===== src/rtl/ppm_pkg.sv =====
// PPM frame synchroniser: shared FSM state type and default parameters.
package ppm_pkg;

    typedef enum logic [2:0] {
        S_IDLE,
        S_PULSE1,
        S_GAP,
        S_PULSE2,
        S_FRAME
    } state_e;

    localparam int OSR_D           = 16;
    localparam int FILT_LEN_D      = 2;
    localparam int PULSE_MIN_D     = 2;
    localparam int PULSE_MAX_D     = 12;
    localparam int TOL_D           = 2;
    localparam int SOF_SLOTS_4_D   = 4;
    localparam int SOF_SLOTS_256_D = 6;
    localparam int EOF_SLOTS_D     = 12;
    localparam int CW_D            = 12;

endpackage


===== src/rtl/ppm_glitch_filter.sv =====
// Two-flop synchroniser followed by a FILT_LEN-sample level filter.
module ppm_glitch_filter
    import ppm_pkg::*;
#(
    parameter int FILT_LEN = FILT_LEN_D
) (
    input  logic clk16,
    input  logic rst_n,
    input  logic din_i,
    output logic lvl_o
);

    logic                s1_q;
    logic                s2_q;
    logic [FILT_LEN-1:0] hist_q;
    logic                lvl_q;
    logic                lvl_d;

    // Level only moves when the whole history window agrees.
    always_comb begin
        lvl_d = lvl_q;
        if (&hist_q) begin
            lvl_d = 1'b1;
        end else if (~|hist_q) begin
            lvl_d = 1'b0;
        end
    end

    always_ff @(posedge clk16) begin
        if (!rst_n) begin
            s1_q   <= 1'b1;
            s2_q   <= 1'b1;
            hist_q <= '1;
            lvl_q  <= 1'b1;
        end else begin
            s1_q   <= din_i;
            s2_q   <= s1_q;
            hist_q <= (hist_q << 1) | FILT_LEN'(s2_q);
            lvl_q  <= lvl_d;
        end
    end

    assign lvl_o = lvl_q;

endmodule


===== src/rtl/ppm_frame_sync.sv =====
// PPM receiver: SOF pair detection, in-frame pulse measurement and EOF.
module ppm_frame_sync
    import ppm_pkg::*;
#(
    parameter int OSR           = OSR_D,
    parameter int FILT_LEN      = FILT_LEN_D,
    parameter int PULSE_MIN     = PULSE_MIN_D,
    parameter int PULSE_MAX     = PULSE_MAX_D,
    parameter int TOL           = TOL_D,
    parameter int SOF_SLOTS_4   = SOF_SLOTS_4_D,
    parameter int SOF_SLOTS_256 = SOF_SLOTS_256_D,
    parameter int EOF_SLOTS     = EOF_SLOTS_D,
    parameter int CW            = CW_D
) (
    input  logic          clk16,
    input  logic          rst_n,
    input  logic          Din,
    input  logic          mode_256,
    output logic          sof_rcv_out,
    output logic          eof_rcv_out,
    output logic          in_frame,
    output logic          pulse_strobe,
    output logic [CW-1:0] interval_out,
    output logic          err_out
);

    localparam logic [CW-1:0] LO4   = CW'(SOF_SLOTS_4 * OSR - TOL);
    localparam logic [CW-1:0] HI4   = CW'(SOF_SLOTS_4 * OSR + TOL);
    localparam logic [CW-1:0] LO256 = CW'(SOF_SLOTS_256 * OSR - TOL);
    localparam logic [CW-1:0] HI256 = CW'(SOF_SLOTS_256 * OSR + TOL);
    localparam logic [CW-1:0] PMIN  = CW'(PULSE_MIN);
    localparam logic [CW-1:0] PMAX  = CW'(PULSE_MAX);
    localparam logic [CW-1:0] EOFC  = CW'(EOF_SLOTS * OSR);

    state_e        state_q, state_d;
    logic          lvl;
    logic          prev_q;
    logic [CW-1:0] ivl_q, ivl_d;
    logic [CW-1:0] wid_q, wid_d;
    logic [CW-1:0] ilat_q, ilat_d;
    logic          mode_q, mode_d;
    logic          sof_q, sof_d;
    logic          eof_q, eof_d;
    logic          stb_q, stb_d;
    logic          err_q, err_d;
    logic          inf_q, inf_d;
    logic [CW-1:0] iout_q, iout_d;

    logic          fall;
    logic          rise;
    logic          wid_ok;
    logic          over;
    logic [CW-1:0] lo;
    logic [CW-1:0] hi;

    ppm_glitch_filter #(
        .FILT_LEN (FILT_LEN)
    ) u_filt (
        .clk16 (clk16),
        .rst_n (rst_n),
        .din_i (Din),
        .lvl_o (lvl)
    );

    assign fall   = prev_q & ~lvl;
    assign rise   = ~prev_q & lvl;
    assign wid_ok = (wid_q >= PMIN) && (wid_q <= PMAX);
    // wid_q is stale on the falling-edge cycle itself.
    assign over   = ~lvl && !fall && (wid_q >= PMAX);
    assign lo     = mode_q ? LO256 : LO4;
    assign hi     = mode_q ? HI256 : HI4;

    always_comb begin
        ivl_d  = ivl_q;
        wid_d  = wid_q;
        ilat_d = ilat_q;
        if (fall) begin
            ivl_d  = CW'(1);
            wid_d  = CW'(1);
            ilat_d = ivl_q;
        end else begin
            if (ivl_q != '1) ivl_d = ivl_q + CW'(1);
            if (!lvl && wid_q != '1) wid_d = wid_q + CW'(1);
        end
    end

    always_comb begin
        state_d = state_q;
        mode_d  = mode_q;
        sof_d   = 1'b0;
        eof_d   = 1'b0;
        stb_d   = 1'b0;
        err_d   = 1'b0;
        inf_d   = inf_q;
        iout_d  = iout_q;
        unique case (state_q)
            S_IDLE: begin
                if (fall) begin
                    mode_d  = mode_256;
                    state_d = S_PULSE1;
                end
            end
            S_PULSE1: begin
                if (rise) begin
                    state_d = wid_ok ? S_GAP : S_IDLE;
                end else if (over) begin
                    state_d = S_IDLE;
                end
            end
            S_GAP: begin
                if (fall) begin
                    if (ivl_q >= lo && ivl_q <= hi) state_d = S_PULSE2;
                    else                            state_d = S_PULSE1;
                end else if (ivl_q > hi) begin
                    state_d = S_IDLE;
                end
            end
            S_PULSE2: begin
                if (rise) begin
                    if (wid_ok) begin
                        sof_d   = 1'b1;
                        inf_d   = 1'b1;
                        state_d = S_FRAME;
                    end else begin
                        state_d = S_IDLE;
                    end
                end else if (over) begin
                    state_d = S_IDLE;
                end
            end
            S_FRAME: begin
                if (rise && wid_ok) begin
                    stb_d  = 1'b1;
                    iout_d = ilat_q;
                end else if (rise || over) begin
                    err_d   = 1'b1;
                    inf_d   = 1'b0;
                    state_d = S_IDLE;
                end else if (lvl && ivl_q >= EOFC) begin
                    eof_d   = 1'b1;
                    inf_d   = 1'b0;
                    state_d = S_IDLE;
                end
            end
            default: state_d = S_IDLE;
        endcase
    end

    always_ff @(posedge clk16) begin
        if (!rst_n) begin
            state_q <= S_IDLE;
            prev_q  <= 1'b1;
            ivl_q   <= '0;
            wid_q   <= '0;
            ilat_q  <= '0;
            mode_q  <= 1'b0;
            sof_q   <= 1'b0;
            eof_q   <= 1'b0;
            stb_q   <= 1'b0;
            err_q   <= 1'b0;
            inf_q   <= 1'b0;
            iout_q  <= '0;
        end else begin
            state_q <= state_d;
            prev_q  <= lvl;
            ivl_q   <= ivl_d;
            wid_q   <= wid_d;
            ilat_q  <= ilat_d;
            mode_q  <= mode_d;
            sof_q   <= sof_d;
            eof_q   <= eof_d;
            stb_q   <= stb_d;
            err_q   <= err_d;
            inf_q   <= inf_d;
            iout_q  <= iout_d;
        end
    end

    assign sof_rcv_out  = sof_q;
    assign eof_rcv_out  = eof_q;
    assign pulse_strobe = stb_q;
    assign err_out      = err_q;
    assign in_frame     = inf_q;
    assign interval_out = iout_q;

endmodule

===== config.mk =====
export PLATFORM = sky130hd
export DESIGN_NAME = ppm_frame_sync
export DESIGN_NICKNAME = d
export VERILOG_FILES = /design/src/rtl/ppm_pkg.sv /design/src/rtl/ppm_glitch_filter.sv /design/src/rtl/ppm_frame_sync.sv
export SDC_FILE = /design/constraint.sdc
export NUM_CORES = 1
export LEC_CHECK = 0
export ABC_AREA = 1
export CAP_MARGIN = 20
export CORE_MARGIN = 2
export CORE_UTILIZATION = 63
export DETAILED_ROUTE_END_ITERATION = 12
export PLACE_DENSITY = 0.85
export SYNTH_ARGS = -nofsm -noshare
export SYNTH_HDL_FRONTEND = slang
export SYNTH_SLANG_ARGS = --single-unit

===== constraint.sdc =====
create_clock -name clk16 -period 2.8 [get_ports clk16]
set_input_delay 0.84 -clock clk16 [delete_from_list [all_inputs] [get_ports clk16]]
set_output_delay 0.84 -clock clk16 [all_outputs]
set_load 0.01 [all_outputs]

==> results of run 1 <==
-- worst paths after layout --
kind,from,to,slack (ps),depth (start not counted)
worst max-delay path,interval_out[3],interval_out[3],700,1
worst min-delay path,u_filt.s1_q,u_filt.s2_q,420,1
worst max register to register,wid_q[0],state_q[0],930,11
worst min register to register,u_filt.s1_q,u_filt.s2_q,420,1
-- power groups by stage --
stage / sequential (mW) / combinational [mW] / clock (mW)
5_1_grt: 0.909 / 0.0534 / 0.936
2_1_floorplan: 0.927 / 0.0326 / 0
3_5_place_dp: 0.929 / 0.0463 / 0
4_1_cts: 0.909 / 0.0466 / 0.900
3_3_place_gp: 0.928 / 0.0459 / 0
6_report: 0.909 / 0.0473 / 0.890
-- area by class of cell --
| class | instances | area [µm²] | share of cell area, % |
|---|---|---|---|
| multi-input combinational | 280 | 1440 | 42.1 |
| timing repair buffer | 23 | 223 | 6.49 |
| clock buffer | 13 | 159 | 4.63 |
| tap | 54 | 67.6 | 1.97 |
| sequential | 63 | 1260 | 36.7 |
| clock inverter | 3 | 65.1 | 1.90 |
| inverter | 56 | 213 | 6.20 |
-- registers in the layout, indices dropped and copies added, names as in the netlist, 2 cells and up --
signal         count
ilat_q            12
u_filt.hist_q      2
state_q            3
interval_out      12
ivl_q             12
wid_q             12
-- worst register-to-register path, stage by stage (launching register included) --
cell,delay [ps]
dfxtp_1,350
inv_1,140
ha_1,160
nor2_1,40
nand3_1,70
nand2_1,60
nor2_2,130
nand3_2,390
nand2_1,210
inv_1,90
nand3_1,80
nor2_1,40
-- logic make-up (layout without fill, tap and decap cells) --
group / count (synthesis) / after routing / synth area share, %
buffers and inverters: 68 / 95 / 9.50
xor gates and xnor gates: 9 / 9 / 2.64
DFF: 63 / 63 / 42.2
and+or+nand+nor: 173 / 173 / 27.0
AOI/OAI and AO/OA: 91 / 91 / 15.7
adders and majority gates: 7 / 7 / 2.93
-- per-layer routing --
metal  track usage (%)  part of all wire (%)  up-vias  routed length, µm
met1              33.3                    46     1183               2940
met2              42.8                    47       72               3020
met5                 0                     0        -                  0
li1                  -                     -     1387                  -
met3              6.77                   5.1       17                328
met4              13.2                   2.2        0                144
-- synth_stat cells (5+ instances only) --
| cell type | number |
|---|---|
| nand2_1 | 82 |
| a21oi_1 | 50 |
| o21ai_1 | 6 |
| inv_1 | 53 |
| o21ai_0 | 28 |
| nor2_1 | 30 |
| nand3_1 | 18 |
| xor2_1 | 5 |
| clkbuf_1 | 6 |
| ha_1 | 7 |
| dfxtp_1 | 63 |
| nor2_2 | 6 |
| nor3_1 | 12 |
-- layout by cell type (no fill, tap or decap) --
master / n
o21ai_1: 6
ha_1: 7
o21ai_0: 28
a31oi_1: 4
nand4_2: 1
clkbuf_8: 11
nand2_4: 1
nor4_1: 2
inv_4: 1
nand3_1: 18
a21oi_1: 50
clkdlybuf4s50_1: 20
clkinv_2: 1
nor3_2: 2
nor2_2: 6
or2_2: 4
o21ai_2: 1
inv_2: 1
clkbuf_1: 2
nand3_2: 3
nand4_1: 4
xnor2_1: 4
dfxtp_1: 63
a211oi_1: 1
nor2_4: 2
inv_1: 53
bufinv_16: 2
nor3_1: 12
nand2_2: 3
clkinv_1: 1
o211ai_1: 1
nand2_1: 82
xor2_1: 5
buf_4: 3
nand3b_1: 3
nor2_1: 30
==> run_results.csv, run 1 <==
group,metric,value,unit
clocking,clkSinkCount,63,
final_layout,final_area,3430,µm²
drt,drc,0,
power_and_ir_drop,pwr-share-clk,48.2,%
final_layout,num-fill-cells,374,
yosys,synth_area,2990,µm²
die,die_w,72.9,µm
critical_path,cp_top_family,"buffers and inverters",
yosys,netlist_instances,411,
drt,first_iter_violations,170,
global_routing,grt_first_pass_wirelength,10.8,mm
global_routing,grt_max_degree,29,
critical_path,critPathBufInv,1,
run_status,run_status,"finished clean",
placement,io_buffers,20,
die,ios,21,
clocking,cts.reportedPaths.clkPinSlew,70,ps
critical_path,critPathKind,"reg -> out",
final_layout,fin_util,73.6,%
clocking,root_buffer,"clkbuf_8",
power_and_ir_drop,seqPwrFrac,49.2,%
yosys,synth_top_area_cell,"dfxtp_1",
sta,slew_headroom,69.0,%
sta,fin_skew,8.91,ps
global_routing,grt_pass1_vias,2428,
clocking,cts_hold_buf,0,
final_layout,fin_nets,444,
critical_path,critical_path_required,1960,ps
critical_path,max_stage_delay,560,ps
power_and_ir_drop,p_leak,1.39,nW
power_and_ir_drop,comb_power_share,2.6,%
yosys,synth_edf_count,0,
clocking,cts_setup_buffers,0,
yosys,ys_types,33,
yosys,synthFlopType,"dfxtp_1",
drt,vias_per_cell,5.40,
die,rows,25,
critical_path,path_max_fanout,2,
placement,dp.cells,476,
critical_path,slowest_stage,"clkdlybuf4s50_1",
power_and_ir_drop,internal-power,1.47,mW
drt,ant_nets,0,
sta,hold_violations,0,
placement,place.gp.congestion,0.891,
sta,report.final.setup_viol,0,
yosys,syn_avg_cell_area,7.27,µm²
clocking,htreeDepth,3,
power_and_ir_drop,p_sw_share,20.4,%
final_layout,drive_above_1_share,9.59,%
clocking,clock_path_buffers,2,
yosys,synth.top_cell.area_share,42.2,%
yosys,synth_warnings,0,
die,chipHeight,72.9,µm
final_layout,diodes,0,
sta,whs,423,ps
sta,max_freq,475,MHz
clocking,cts_buffers,9,
clocking,cts_tree,"yes",
yosys,ys_top_cells_by_area,"dfxtp_1 (42%), nand2_1 (10%), a21oi_1 (8.4%), inv_1 (6.7%), o21ai_0 (4.7%)",
global_routing,grt_use_total,26.7,%
final_layout,syn_to_final_growth,14.8,%
global_routing,antenna_found_initial,0,
clocking,ctsResizeCount,0,
global_routing,gr-total-overflow,0,
flow_run,cap_violations,0,
placement,place_area,3210,µm²
sta,period_share,75.1,%
drt,num_vias,2659,
sta,worst_pin_slew,464,ps
hold_path,hold_path_class,"reg -> reg",
die,dieArea,5310,µm²
sta,min_period,2100,ps
drt,wl_per_cell,13.1,µm
critical_path,cp.arrival,1260,ps
drt,firstDrtPassIters,4,
sta,slew_viol_final,0,
critical_path,crit_chain,"clkdlybuf4s50_1",
critical_path,cp-start-kind,"register",
power_and_ir_drop,total_power,1.85,mW
critical_path,end_kind,"output pin",
die,coreArea,4660,µm²
yosys,synth_nets,422,
yosys,async_flop_share,0,%
sta,grt_setup_unrepaired,"no",
placement,dpl.hpwl,4.44,mm
clocking,insertion_delay,350,ps
power_and_ir_drop,irDropWorstVdd,0.000309,V
yosys,yosysSeqAreaShare,42.2,%
sta,tns,0,ps
sta,layout_setup_ws,696,ps
final_layout,finalNonFillerCells,492,
placement,place_ws,553,ps
die,start_util,64.1,%
yosys,ys_seq_elements,63,
power_and_ir_drop,powerDensity,538,nW/µm²
power_and_ir_drop,p_sw,0.377,mW
drt,finalWirelength,6.42,mm
Note: power is estimated with default switching activity, not from simulation.
==> inputs of run 2 (changes only) <==
--- a/config.mk
+++ b/config.mk
@@ -8,9 +8,9 @@
 export ABC_AREA = 1
 export CAP_MARGIN = 20
 export CORE_MARGIN = 2
-export CORE_UTILIZATION = 63
+export CORE_UTILIZATION = 58
 export DETAILED_ROUTE_END_ITERATION = 12
-export PLACE_DENSITY = 0.85
+export PLACE_DENSITY = 0.79
 export SYNTH_ARGS = -nofsm -noshare
 export SYNTH_HDL_FRONTEND = slang
 export SYNTH_SLANG_ARGS = --single-unit
==> constraint.sdc (replaced) <==
create_clock -name clk16 -period 2 [get_ports clk16]
set_input_delay 0.6 -clock clk16 [delete_from_list [all_inputs] [get_ports clk16]]
set_output_delay 0.6 -clock clk16 [all_outputs]
set_load 0.01 [all_outputs]
==> run_results.csv, run 2 (same netlist as run 1, synthesis figures left out) <==
group,metric,value,unit
run_status,run_status,"finished clean",
critical_path,cp_top_family,"simple AND/OR/NAND/NOR gates",
die,dieArea,5740,µm²
global_routing,antenna_found_initial,0,
placement,place.gp.congestion,0.881,
power_and_ir_drop,total_power,2.41,mW
sta,hold_violations,0,
critical_path,cp.arrival,2100,ps
power_and_ir_drop,p_leak,1.40,nW
critical_path,critical_path_required,2230,ps
critical_path,cp-start-kind,"register",
global_routing,grt_pass1_vias,2342,
critical_path,path_max_fanout,9,
sta,min_period,1870,ps
critical_path,crit_chain,"ha_1, inv_1, nor2_2, nand3_2, nor2_2, nand2_1, a21oi_1, a21oi_1",
sta,report.final.setup_viol,0,
global_routing,gr-total-overflow,0,
drt,firstDrtPassIters,7,
clocking,clkSinkCount,63,
final_layout,syn_to_final_growth,15.8,%
placement,io_buffers,20,
final_layout,num-fill-cells,420,
clocking,ctsResizeCount,0,
final_layout,drive_above_1_share,11.0,%
flow_run,cap_violations,0,
final_layout,fin_util,68.7,%
sta,grt_setup_unrepaired,"no",
placement,dpl.hpwl,4.46,mm
critical_path,slowest_stage,"dfxtp_1",
die,chipHeight,75.8,µm
clocking,clock_path_buffers,2,
sta,tns,0,ps
clocking,root_buffer,"clkbuf_8",
clocking,cts_tree,"yes",
global_routing,grt_use_total,23.7,%
final_layout,diodes,0,
sta,slew_viol_final,0,
die,die_w,75.8,µm
clocking,cts_buffers,9,
global_routing,grt_max_degree,29,
clocking,htreeDepth,3,
sta,fin_skew,6.39,ps
power_and_ir_drop,powerDensity,695,nW/µm²
drt,num_vias,2714,
drt,finalWirelength,6.28,mm
sta,period_share,93.4,%
power_and_ir_drop,irDropWorstVdd,0.000389,V
sta,slew_headroom,71.2,%
clocking,cts.reportedPaths.clkPinSlew,70,ps
critical_path,end_kind,"register",
drt,ant_nets,0,
critical_path,critPathKind,"reg -> reg",
clocking,cts_setup_buffers,0,
die,coreArea,5040,µm²
critical_path,critPathBufInv,1,
die,ios,21,
clocking,insertion_delay,340,ps
final_layout,finalNonFillerCells,514,
final_layout,layout_common_cells,"nand2_1 (82), dfxtp_1 (63), inv_1 (53), a21oi_1 (50), nor2_1 (30)",
drt,vias_per_cell,5.28,
hold_path,hold_path_depth,1,
drt,first_iter_violations,188,
sta,worst_pin_slew,429,ps
drt,wl_per_cell,12.2,µm
final_layout,fin_nets,450,
die,start_util,59.3,%
critical_path,max_stage_delay,460,ps
critical_path,crit_cells,8,
drt,drc,0,
hold_path,hold_path_class,"reg -> reg",
die,rows,26,
sta,max_freq,535,MHz
final_layout,layout_commonest_cell,"nand2_1",
clocking,cts_hold_buf,0,
critical_path,r2r_cells,8,
placement,dp.cells,498,
global_routing,grt_first_pass_wirelength,10.3,mm
-- run 2: cell types whose count changed in the layout (fill, tap and decap cells not counted), sizes merged --
cell and delta:
clkinv +3, clkbuf -3, buf +6, bufinv -1
clkinvlp +1
-- run 2: routing by layer --
layer | vias up | routed length [µm] | global-route usage, %
met3 | 15 | 325 | 4.37
met1 | 1213 | 2950 | 32.1
met5 | - | 0 | 0
met2 | 93 | 2860 | 36.3
met4 | 0 | 157 | 11.3
li1 | 1393 | - | -
-- run 2: worst paths after layout --
check | startpoint | to | slack, ps
setup reg to reg | ivl_q[0] | ivl_q[0] | 130
hold reg to reg | u_filt.s1_q | u_filt.s2_q | 410
setup / recovery | ivl_q[0] | ivl_q[0] | 130
hold / removal | u_filt.s1_q | u_filt.s2_q | 410
-- run 2: final cells by class --
type	count	area [µm²]	share of cell area, %
Clock buffer	10	128	3.69
Clock inverter	6	61.3	1.77
Inverter	56	213	6.14
Multi-Input combinational cell	280	1440	41.7
Sequential cell	63	1260	36.4
Tap cell	70	87.6	2.53
Timing Repair Buffer	29	268	7.73
-- run 2: metrics by stage --
stage / worst slack (ps) / area [µm²] / hold slack [ps]
after floorplan: 527 / 2990 / 393
after global placement: 189 / 3270 / 395
after detailed placement: 164 / 3270 / 405
after CTS: 149 / 3460 / 420
after global routing: 27.3 / 3460 / 438
final: 131 / 3460 / 413
-- run 2: report_power, final --
| part | internal, mW | leakage (nW) | switching [mW] | total, mW |
|---|---|---|---|---|
| clock network | 0.571 | 0.0960 | 0.495 | 1.07 |
| registers | 1.26 | 0.509 | 0.00910 | 1.27 |
| logic | 0.0290 | 0.790 | 0.0405 | 0.0695 |
-- run 2: worst reg2reg max path: cells and delay by family (launching register included) --
kind | cells | cell delay (ps)
AND/OR/NAND/NOR | 4 | 640
flip-flops | 1 | 460
AO/OA/AOI/OAI | 2 | 340
adder cells (fa/ha/maj) | 1 | 240
buffers and inverters | 1 | 70
==> inputs of run 3 (changes only) <==
--- a/config.mk
+++ b/config.mk
@@ -7,10 +7,11 @@
 export LEC_CHECK = 0
 export ABC_AREA = 1
 export CAP_MARGIN = 20
+export CORE_ASPECT_RATIO = 0.75
 export CORE_MARGIN = 2
-export CORE_UTILIZATION = 58
+export CORE_UTILIZATION = 52
 export DETAILED_ROUTE_END_ITERATION = 12
-export PLACE_DENSITY = 0.79
+export PLACE_DENSITY = 0.75
 export SYNTH_ARGS = -nofsm -noshare
 export SYNTH_HDL_FRONTEND = slang
 export SYNTH_SLANG_ARGS = --single-unit
==> constraint.sdc (replaced) <==
create_clock -name clk16 -period 1.5 [get_ports clk16]
set_input_delay 0.45 -clock clk16 [delete_from_list [all_inputs] [get_ports clk16]]
set_output_delay 0.45 -clock clk16 [all_outputs]
set_load 0.01 [all_outputs]
==> run_results.csv, run 3 (same netlist as run 1, synthesis figures left out) <==
group,metric,value,unit
global_routing,grt_first_pass_wirelength,12.7,mm
global_routing,grt_use_total,24.8,%
clocking,cts.reportedPaths.clkPinSlew,80,ps
final_layout,drive_above_1_share,29.4,%
power_and_ir_drop,comb_power_share,4.2,%
run_status,run_status,"finished with violations",
global_routing,gr-total-overflow,0,
clocking,cts_tree,"yes",
power_and_ir_drop,p_leak,1.70,nW
sta,layout_setup_ws,-22.0,ps
global_routing,grt_util_met2,40.5,%
die,chipHeight,69.7,µm
final_layout,num-fill-cells,391,
die,rows,23,
sta,grt_setup_unrepaired,"yes",
critical_path,path_max_fanout,5,
die,start_util,55.0,%
power_and_ir_drop,powerDensity,827,nW/µm²
drt,firstDrtPassIters,5,
sta,period_share,101,%
clocking,clkSinkCount,63,
flow_run,cap_violations,0,
sta,tns,-31.1,ps
sta,worst_pin_slew,306,ps
power_and_ir_drop,p_sw,0.765,mW
drt,finalWirelength,8.16,mm
final_layout,syn_to_final_growth,34.0,%
placement,place.gp.congestion,0.868,
clocking,insertion_delay,340,ps
sta,fin_skew,8.43,ps
drt,wl_per_cell,14.8,µm
sta,max_freq,657,MHz
global_routing,antenna_found_initial,0,
final_layout,diodes,0,
die,coreArea,5440,µm²
power_and_ir_drop,p_sw_share,23.1,%
global_routing,grt_max_degree,29,
die,ios,21,
placement,io_buffers,20,
global_routing,use_met1,31.2,%
final_layout,final_area,4010,µm²
power_and_ir_drop,pwr-share-clk,44.6,%
sta,slew_viol_final,0,
power_and_ir_drop,irDropWorstVdd,0.000599,V
clocking,htreeDepth,3,
run_status,violations,"negative setup slack",
power_and_ir_drop,total_power,3.31,mW
drt,vias_per_cell,5.52,
sta,hold_violations,0,
die,dieArea,6380,µm²
sta,slew_headroom,79.6,%
clocking,clock_path_buffers,2,
clocking,cts_buffers,9,
critical_path,critPathKind,"reg -> reg",
critical_path,end_kind,"register",
die,die_w,91.5,µm
drt,first_iter_violations,229,
critical_path,critical_path_required,1780,ps
sta,report.final.setup_viol,3,
placement,dpl.hpwl,5.06,mm
final_layout,fin_nets,483,
sta,min_period,1520,ps
drt,drc,0,
clocking,cts_hold_buf,0,
power_and_ir_drop,seqPwrFrac,51.1,%
final_layout,layout_common_cells,"nand2_1 (76), dfxtp_1 (53), inv_1 (49), a21oi_1 (38), buf_4 (37)",
power_and_ir_drop,internal-power,2.55,mW
clocking,root_buffer,"clkbuf_8",
drt,ant_nets,0,
global_routing,grt_pass1_vias,2799,
final_layout,layout_commonest_cell,"nand2_1",
global_routing,met3_usage,6.74,%
placement,place_area,3500,µm²
critical_path,cp-start-kind,"register",
global_routing,top_usage_layer,"met2",
hold_path,hold_path_class,"reg -> reg",
drt,num_vias,3048,
critical_path,cp.arrival,1800,ps
run 3: cell count changes in the layout (fill, tap and decap cells not counted), moves of 6 or more:
cell,before,now
clkdlybuf4s50_1,20,3
o21ai_2,1,7
a21oi_2,0,11
nand2_1,82,76
dlygate4sd2_1,0,17
dfxtp_1,63,53
buf_4,9,37
dfxtp_2,0,9
o21ai_0,28,19
nand2_2,3,9
a21oi_1,50,38
run 3: per-stage QoR:
step	utilization [%]	worst slack [ps]	cells	hold slack, ps
global route	73.6	-90.9	552	431
detailed placement	64.3	-197	529	408
finish	73.6	-22.0	552	420
CTS	69.7	7.28	548	421
global placement	64.3	-116	529	394
floorplan	-	26.7	411	393
run 3: final timing paths:
kind / cells past startpoint / slack, ps / from / to
setup / recovery: 9 / -20 / wid_q[5] / state_q[0]
hold / removal: 1 / 420 / u_filt.s2_q / u_filt.hist_q[0]
hold reg to reg: 1 / 420 / u_filt.s2_q / u_filt.hist_q[0]
setup reg to reg: 9 / -20 / wid_q[5] / state_q[0]
run 3: repair_timing:
action / 4_1_cts / 5_1_grt
gates resized for setup: 39 / 59
hold endpoints to repair: 0 / 0
setup buffers: 2 / 5
gates cloned: 1 / 0
pin swaps: 8 / 19
endpoints found under the setup margin: 35 / 36
run 3: metal layers:
metal | share of wire, % | wire [µm]
met4 | 2.3 | 186
met3 | 6.3 | 514
met5 | 0 | 0
met2 | 49 | 3980
met1 | 43 | 3480
run 3: critical path, cell delays in order, from the launching register on:
cell and delay [ps]:
dfxtp_1 360, nor2_1 130, nand2_1 100, nor2_4 190, nand2_1 110, nand2_2 110, nand2_1 80, a21oi_1 160
nand3_1 110, nor2_1 100
run 3: area by class of cell:
class                   count  area (µm²)  area share (%)
clock inverters             6        60.1            1.50
flip-flops and latches     63        1280            31.9
well taps                  75        93.8            2.34
clock buffers              10         138            3.44
repair buffers             62         539            13.5
inverters                  56         216            5.40
multi-input cells         280        1680            42.0
run 3: power by group through the flow:
stage / Clock, mW / Combinational (mW) / Sequential, mW
final: 1.48 / 0.140 / 1.69
after global routing: 1.57 / 0.152 / 1.69
after CTS: 1.49 / 0.117 / 1.69
after detailed placement: 0 / 0.113 / 1.73
after global placement: 0 / 0.112 / 1.73
after floorplan: 0 / 0.0609 / 1.73
